==> config.mk <==
export PLATFORM = sky130hd
export DESIGN_NAME = uart_tx_param
export DESIGN_NICKNAME = d
export VERILOG_FILES = /design/src/rtl/uart_pkg.sv /design/src/rtl/uart_fifo.sv /design/src/rtl/uart_tx_param.sv
export SDC_FILE = /design/constraint.sdc
export NUM_CORES = 1
export LEC_CHECK = 0
export CORE_UTILIZATION = 25
export DETAILED_ROUTE_END_ITERATION = 7
export SETUP_SLACK_MARGIN = 0.02
export SYNTH_ARGS = -nofsm -noshare
export SYNTH_HDL_FRONTEND = slang
export SYNTH_SLANG_ARGS = --single-unit
==> constraint.sdc <==
create_clock -name clk -period 4.8 [get_ports clk]
set_clock_uncertainty 0.1 [all_clocks]
set_input_delay 1.2 -clock clk [delete_from_list [all_inputs] [get_ports clk]]
set_output_delay 1.2 -clock clk [all_outputs]
set_load 0.01 [all_outputs]
==> src/rtl/uart_pkg.sv <==
// uart_pkg -- shared types for the UART transmitter.
//   parity_e : latched parity selection for a frame (NONE, EVEN, ODD)
//   state_e  : transmitter frame state machine encoding
//   decode_parity : maps the raw 2-bit parity_mode input onto parity_e
//   effective_div : selects the per-frame bit period (0 picks the default)
package uart_pkg;

  typedef enum logic [1:0] {
    NONE = 2'd0,
    EVEN = 2'd1,
    ODD  = 2'd2
  } parity_e;

  typedef enum logic [2:0] {
    IDLE,
    START,
    DATA,
    PARITY,
    STOP
  } state_e;

  // Mode 3 is reserved and behaves exactly like "no parity".
  function automatic parity_e decode_parity(input logic [1:0] mode);
    case (mode)
      2'd1:    return EVEN;
      2'd2:    return ODD;
      default: return NONE;
    endcase
  endfunction

  function automatic logic [15:0] effective_div(input logic [15:0] baud_div,
                                                input logic [15:0] def_div);
    return (baud_div == 16'd0) ? def_div : baud_div;
  endfunction

endpackage

==> src/rtl/uart_fifo.sv <==
// uart_fifo -- synchronous single-clock FIFO used as the transmit queue.
//   clk, rst    : clock, asynchronous active-high reset (pointers/count only)
//   push, din   : write request and data; ignored while full
//   pop, dout   : read request and head-of-queue data (combinational read);
//                 pop is ignored while empty
//   full, empty : occupancy flags derived from the registered count
//   level       : current number of stored words (0..DEPTH)
module uart_fifo #(
  parameter int WIDTH = 8,
  parameter int DEPTH = 16
) (
  input  logic                     clk,
  input  logic                     rst,
  input  logic                     push,
  input  logic                     pop,
  input  logic [WIDTH-1:0]         din,
  output logic [WIDTH-1:0]         dout,
  output logic                     full,
  output logic                     empty,
  output logic [$clog2(DEPTH):0]   level
);

  localparam int AW = $clog2(DEPTH);
  localparam logic [AW:0] FULL_COUNT = (AW+1)'(DEPTH);

  logic [WIDTH-1:0] mem [DEPTH];
  logic [AW-1:0]    wr_ptr;
  logic [AW-1:0]    rd_ptr;
  logic [AW:0]      count;
  logic             do_push;
  logic             do_pop;

  assign do_push = push && !full;
  assign do_pop  = pop && !empty;

  // NOTE: the storage array has no reset; a word only becomes visible once
  // count covers it, so clearing it would add reset fan-out for no benefit.
  // Sequential state is always assigned with <= so every register samples
  // pre-edge values regardless of statement order.
  always_ff @(posedge clk) begin
    if (do_push) mem[wr_ptr] <= din;
  end

  // DEPTH is a power of two, so the pointers wrap naturally.
  always_ff @(posedge clk or posedge rst) begin
    if (rst) begin
      wr_ptr <= '0;
      rd_ptr <= '0;
      count  <= '0;
    end else begin
      if (do_push) wr_ptr <= wr_ptr + 1'b1;
      if (do_pop)  rd_ptr <= rd_ptr + 1'b1;
      case ({do_push, do_pop})
        2'b10:   count <= count + 1'b1;
        2'b01:   count <= count - 1'b1;
        default: count <= count;
      endcase
    end
  end

  assign dout  = mem[rd_ptr];
  assign full  = (count == FULL_COUNT);
  assign empty = (count == '0);
  assign level = count;

endmodule

==> src/rtl/uart_tx_param.sv <==
// uart_tx_param -- queued, parameterised UART transmitter.
//   clk, rst      : clock, asynchronous active-high reset
//   tx_data       : payload word (DATA_BITS), sent LSB first
//   tx_data_valid : push request; one word accepted per cycle while tx_ready
//   tx_ready      : queue not full
//   parity_mode   : 0 none, 1 even, 2 odd, 3 none (latched per frame)
//   stop2         : 0 one stop bit, 1 two stop bits (latched per frame)
//   baud_div      : bit period in clocks, 0 selects CLK_FREQ/BAUD_RATE
//                   (latched per frame)
//   tx            : registered serial line, idle high
//   busy          : frame in progress or queue non-empty
//   fifo_level    : queue occupancy
module uart_tx_param
  import uart_pkg::*;
#(
  parameter int CLK_FREQ   = 100_000_000,
  parameter int BAUD_RATE  = 115_200,
  parameter int DATA_BITS  = 8,
  parameter int FIFO_DEPTH = 16
) (
  input  logic                          clk,
  input  logic                          rst,
  input  logic [DATA_BITS-1:0]          tx_data,
  input  logic                          tx_data_valid,
  output logic                          tx_ready,
  input  logic [1:0]                    parity_mode,
  input  logic                          stop2,
  input  logic [15:0]                   baud_div,
  output logic                          tx,
  output logic                          busy,
  output logic [$clog2(FIFO_DEPTH):0]   fifo_level
);

  localparam int BW = $clog2(DATA_BITS);
  localparam logic [15:0]   DEF_DIV  = 16'(CLK_FREQ / BAUD_RATE);
  localparam logic [BW-1:0] LAST_BIT = BW'(DATA_BITS - 1);

  state_e                 state;
  state_e                 state_next;
  logic [15:0]            cyc_cnt;
  logic [15:0]            cyc_next;
  logic [BW-1:0]          bit_cnt;
  logic [BW-1:0]          bit_next;
  logic                   tx_next;
  logic                   pop;
  logic                   bit_done;
  logic                   par_bit;

  logic [DATA_BITS-1:0]   fifo_dout;
  logic                   fifo_full;
  logic                   fifo_empty;

  // Frame configuration captured at the pop so mid-frame input changes
  // only affect the next frame.
  logic [DATA_BITS-1:0]   data_q;
  parity_e                par_q;
  logic                   stop2_q;
  logic [15:0]            div_q;

  uart_fifo #(
    .WIDTH (DATA_BITS),
    .DEPTH (FIFO_DEPTH)
  ) u_fifo (
    .clk   (clk),
    .rst   (rst),
    .push  (tx_data_valid),
    .pop   (pop),
    .din   (tx_data),
    .dout  (fifo_dout),
    .full  (fifo_full),
    .empty (fifo_empty),
    .level (fifo_level)
  );

  assign bit_done = (cyc_cnt == div_q - 16'd1);
  assign par_bit  = (^data_q) ^ (par_q == ODD);

  // NOTE: every output of this block gets a default first, so no path
  // leaves a signal unassigned and no latch is inferred.
  always_comb begin
    state_next = state;
    cyc_next   = cyc_cnt;
    bit_next   = bit_cnt;
    pop        = 1'b0;

    case (state)
      IDLE: begin
        if (!fifo_empty) begin
          pop        = 1'b1;
          state_next = START;
          cyc_next   = '0;
          bit_next   = '0;
        end
      end

      START: begin
        if (bit_done) begin
          cyc_next   = '0;
          bit_next   = '0;
          state_next = DATA;
        end else begin
          cyc_next = cyc_cnt + 16'd1;
        end
      end

      DATA: begin
        if (bit_done) begin
          cyc_next = '0;
          if (bit_cnt == LAST_BIT) begin
            bit_next   = '0;
            state_next = (par_q == NONE) ? STOP : PARITY;
          end else begin
            bit_next = bit_cnt + 1'b1;
          end
        end else begin
          cyc_next = cyc_cnt + 16'd1;
        end
      end

      PARITY: begin
        if (bit_done) begin
          cyc_next   = '0;
          bit_next   = '0;
          state_next = STOP;
        end else begin
          cyc_next = cyc_cnt + 16'd1;
        end
      end

      STOP: begin
        if (bit_done) begin
          cyc_next = '0;
          // bit_cnt counts stop bits here; a second one is only for stop2.
          if (stop2_q && bit_cnt == '0) begin
            bit_next = BW'(1);
          end else begin
            bit_next = '0;
            if (!fifo_empty) begin
              pop        = 1'b1;
              state_next = START;
            end else begin
              state_next = IDLE;
            end
          end
        end else begin
          cyc_next = cyc_cnt + 16'd1;
        end
      end

      default: state_next = IDLE;
    endcase

    // tx is derived from the upcoming state so the line and the state
    // register change on the same edge.
    case (state_next)
      START:   tx_next = 1'b0;
      DATA:    tx_next = data_q[bit_next];
      PARITY:  tx_next = par_bit;
      default: tx_next = 1'b1;
    endcase
  end

  always_ff @(posedge clk or posedge rst) begin
    if (rst) begin
      state   <= IDLE;
      cyc_cnt <= '0;
      bit_cnt <= '0;
      tx      <= 1'b1;
    end else begin
      state   <= state_next;
      cyc_cnt <= cyc_next;
      bit_cnt <= bit_next;
      tx      <= tx_next;
    end
  end

  always_ff @(posedge clk or posedge rst) begin
    if (rst) begin
      data_q  <= '0;
      par_q   <= NONE;
      stop2_q <= 1'b0;
      div_q   <= DEF_DIV;
    end else if (pop) begin
      data_q  <= fifo_dout;
      par_q   <= decode_parity(parity_mode);
      stop2_q <= stop2;
      div_q   <= effective_div(baud_div, DEF_DIV);
    end
  end

  assign tx_ready = !fifo_full;
  assign busy     = (state != IDLE) || (fifo_level != '0);

endmodule

==> flow_metrics.py <==
metrics = {
    "placement": {
        "dp_cells": 1092,
        "port_buffers": 37,
        "gp_congestion": 0.776,
        "dp_hpwl_um": 12400,
        "dpl_worst_slack_ns": 0.0942,
    },
    "clocking": {
        "cts_tree": "done",
        "root_buffer": "clkbuf_16",
        "clock_latency_ns": 0.44,
        "cts_buffer_depth": 2,
        "path_clk_slew_ns": 0.07,
        "ctsHoldBuffers": 0,
        "cts.sinks": 191,
        "cts_buffers": 17,
        "htreeDepth": 4,
    },
    "power_and_ir_drop": {
        "powerDensity_nw_per_um2": 553,
        "p_leak_nw": 3.63,
        "p_total_mw": 5.63,
        "irDropWorstVdd_uv": 312,
    },
    "route": {
        "firstDrtPassIters": 5,
        "totalWireLength_um": 18500,
        "first_iter_violations": 366,
        "drc": 0,
        "vias": 5179,
        "drtAntennaViolNets": 0,
        "via_per_inst": 4.61,
        "wl_per_cell_um": 16.4,
    },
    "worst_setup_path": {
        "cp.arrival_ns": 4.83,
        "crit_path_end_kind": "flop",
        "crit_type": "reg2reg",
        "required_ns": 5.05,
        "start_kind": "flop",
        "worst_r2r_endpoint": "tx$_DFF_PP1_",
        "reg2reg_depth": 12,
        "rr_startpoint": "div_q[0]$_DFFE_PP0N_",
        "worst-r2r-setup-slack_ns": 0.22,
        "cp_max_fo": 5,
    },
    "sta": {
        "relSlewSlack": 0.445,
        "post-route-min-period_ns": 4.58,
        "period_share": 0.954,
        "finalHoldViolCount": 0,
        "worstMarginPinSlew_ns": 0.830,
        "max_freq_ghz": 0.218,
        "timing.final.ws_setup_ns": 0.221,
        "rsz0062_at_grt": "false",
        "fin_setup_tns_ns": 0,
        "setup_viol": 0,
        "drv_slew": 0,
    },
    "job": {
        "cap_violations": 0,
    },
    "floorplan": {
        "initial_utilization": 0.256,
        "rows": 67,
        "coreArea_sq_um": 33900,
        "die_y_um": 188,
        "die-width_um": 188,
        "ios": 38,
        "die_area_sq_um": 35500,
    },
    "synthesis": {
        "syn_inst": 628,
        "netlist_area_sq_um": 8680,
        "yosysSeqAreaShare": 0.625,
        "synth.largest_area_cell": "edfxtp_1",
        "syn_area_per_cell_sq_um": 13.8,
        "yosys_warnings": 0,
        "ys.flop_type": "edfxtp_1",
        "synth_seq_cells": 191,
        "synth.most_common_cell": "edfxtp_1",
        "synth_edf_count": 128,
        "yosysTopAreaCellShare": 0.443,
        "synth_cell_type_count": 62,
        "async_reset_ff_frac": 0.330,
        "syn_nets": 673,
        "synthTopCellsByCount": "edfxtp_1, dfrtp_1, o21ai_0",
        "netlist_top_cells_area": "edfxtp_1, dfrtp_1, mux4_2",
    },
    "grt": {
        "grt_max_degree": 46,
        "grt_pass1_vias": 5189,
        "grt_pass1_wl_um": 28900,
        "antenna_found_initial": 0,
        "grt_usage": 0.107,
        "overflow": 0,
    },
    "finish": {
        "antenna_cells": 0,
        "syn_to_final_growth_pct": 17.3,
        "drive_gt1_frac": 0.154,
        "final_nets": 709,
        "final_util": 0.301,
        "final_cells": 1124,
    },
    "hold_path": {
        "hold_class": "reg2reg",
        "holdPathEnd": "par_q[1]$_DFFE_PP0N_",
        "hold_path_depth": 2,
        "hold_start": "par_q[1]$_DFFE_PP0N_",
    },
    "outcome": {
        "status": "finished clean",
    },
}
## routing by layer
| metal | up-vias | GRT usage | wire length [um] |
|---|---|---|---|
| met5 | - | 0 | 0 |
| met4 | 0 | 0.0313 | 197 |
| met3 | 14 | 0.0231 | 762 |
| met2 | 117 | 0.175 | 8970 |
| met1 | 2584 | 0.141 | 8520 |
| li1 | 2464 | - | - |
## per-stage QoR
step                      cell area (sq um)  hold WS, ns
final                                 10200        0.402
after global routing                  10200        0.455
after CTS                             10200        0.411
after detailed placement               9560        0.391
after global placement                 9560        0.385
after floorplan                        8680        0.364
## report_power, final
| group | switching (mW) | total [mW] | internal, mW |
|---|---|---|---|
| Sequential | 0.347 | 2.43 | 2.08 |
| Combinational | 0.898 | 1.76 | 0.865 |
| Clock | 0.651 | 1.44 | 0.785 |
## registers in the layout, summed over array words and instances (netlist names)
register,flops
par_q,2
u_fifo.mem,128
bit_cnt,3
u_fifo.wr_ptr,4
data_q,8
u_fifo.level,5
state,3
stop2_q,1
div_q,16
tx,1
u_fifo.rd_ptr,4
cyc_cnt,16
## cells by family after synthesis
group | share of synthesized area
AOI/OAI and AO/OA | 0.0853
xor gates and xnor gates | 0.0373
adders and majority gates | 0.0225
buffers and inverters | 0.0223
DFF | 0.625
muxes | 0.106
and+or+nand+nor | 0.101
## worst max-delay path, stage by stage (launching register included)
cell and delay, ns:
dfrtp_1 0.43, inv_1 0.07, ha_1 0.22, or3b_1 0.42, or4_1 0.50, a2111oi_1 0.43, o2111ai_1 0.27, or4_4 0.57
o31a_1 0.34, o22ai_4 0.23, mux4_2 0.52, a311oi_1 0.28, o31ai_1 0.11
## what timing repair did
item	CTS	global route
buffers inserted	0	1
endpoints found under the setup margin	0	2
resized for setup	0	2
## placed cells by master (no fill, tap or decap), types with 3 or more instances in the layout
| master | instances |
|---|---|
| edfxtp_1 | 128 |
| dfrtp_1 | 56 |
| o21ai_0 | 48 |
| nor2_1 | 42 |
| nand2_1 | 37 |
| clkdlybuf4s50_1 | 37 |
| xnor2_1 | 26 |
| mux4_2 | 25 |
| mux2i_1 | 19 |
| nand3_1 | 18 |
| clkbuf_16 | 17 |
| mux2_2 | 15 |
| and3_1 | 13 |
| ha_1 | 13 |
| buf_4 | 13 |
| inv_1 | 12 |
| nor3_1 | 11 |
| xor2_1 | 11 |
| a21oi_1 | 10 |
| nor4_1 | 10 |
| a21o_1 | 10 |
| nand2b_1 | 9 |
| a221oi_1 | 9 |
| a222oi_1 | 8 |
| dfstp_2 | 6 |
| nor2b_1 | 5 |
| o31ai_1 | 4 |
| nand3b_1 | 4 |
| or4_4 | 3 |
| or4_1 | 3 |
| or3_1 | 3 |
| inv_6 | 3 |
| clkinvlp_4 | 3 |
## worst max-delay path by stage
stage / from / to / slack, ns / depth (start not counted)
final: div_q[0]$_DFFE_PP0N_ / tx$_DFF_PP1_ / 0.22 / 12
after global routing: div_q[0]$_DFFE_PP0N_ / u_fifo.level[4]$_DFFE_PP0P_ / 0.02 / 16
after CTS: div_q[0]$_DFFE_PP0N_ / u_fifo.level[4]$_DFFE_PP0P_ / 0.05 / 16
after detailed placement: div_q[0]$_DFFE_PP0N_ / u_fifo.level[4]$_DFFE_PP0P_ / 0.09 / 16
after global placement: div_q[0]$_DFFE_PP0N_ / u_fifo.level[4]$_DFFE_PP0P_ / 0.21 / 16
after floorplan: div_q[0]$_DFFE_PP0N_ / u_fifo.level[4]$_DFFE_PP0P_ / 0.45 / 17
## area by class of cell
type,instances,area [sq um]
fill,3413,23700
sequential,191,5430
multi-input combinational,390,3070
tap,448,561
timing repair buffer,50,468
clock buffer,17,425
clock inverter,14,178
inverter,14,52.6
(Power assumes the default switching activity.)
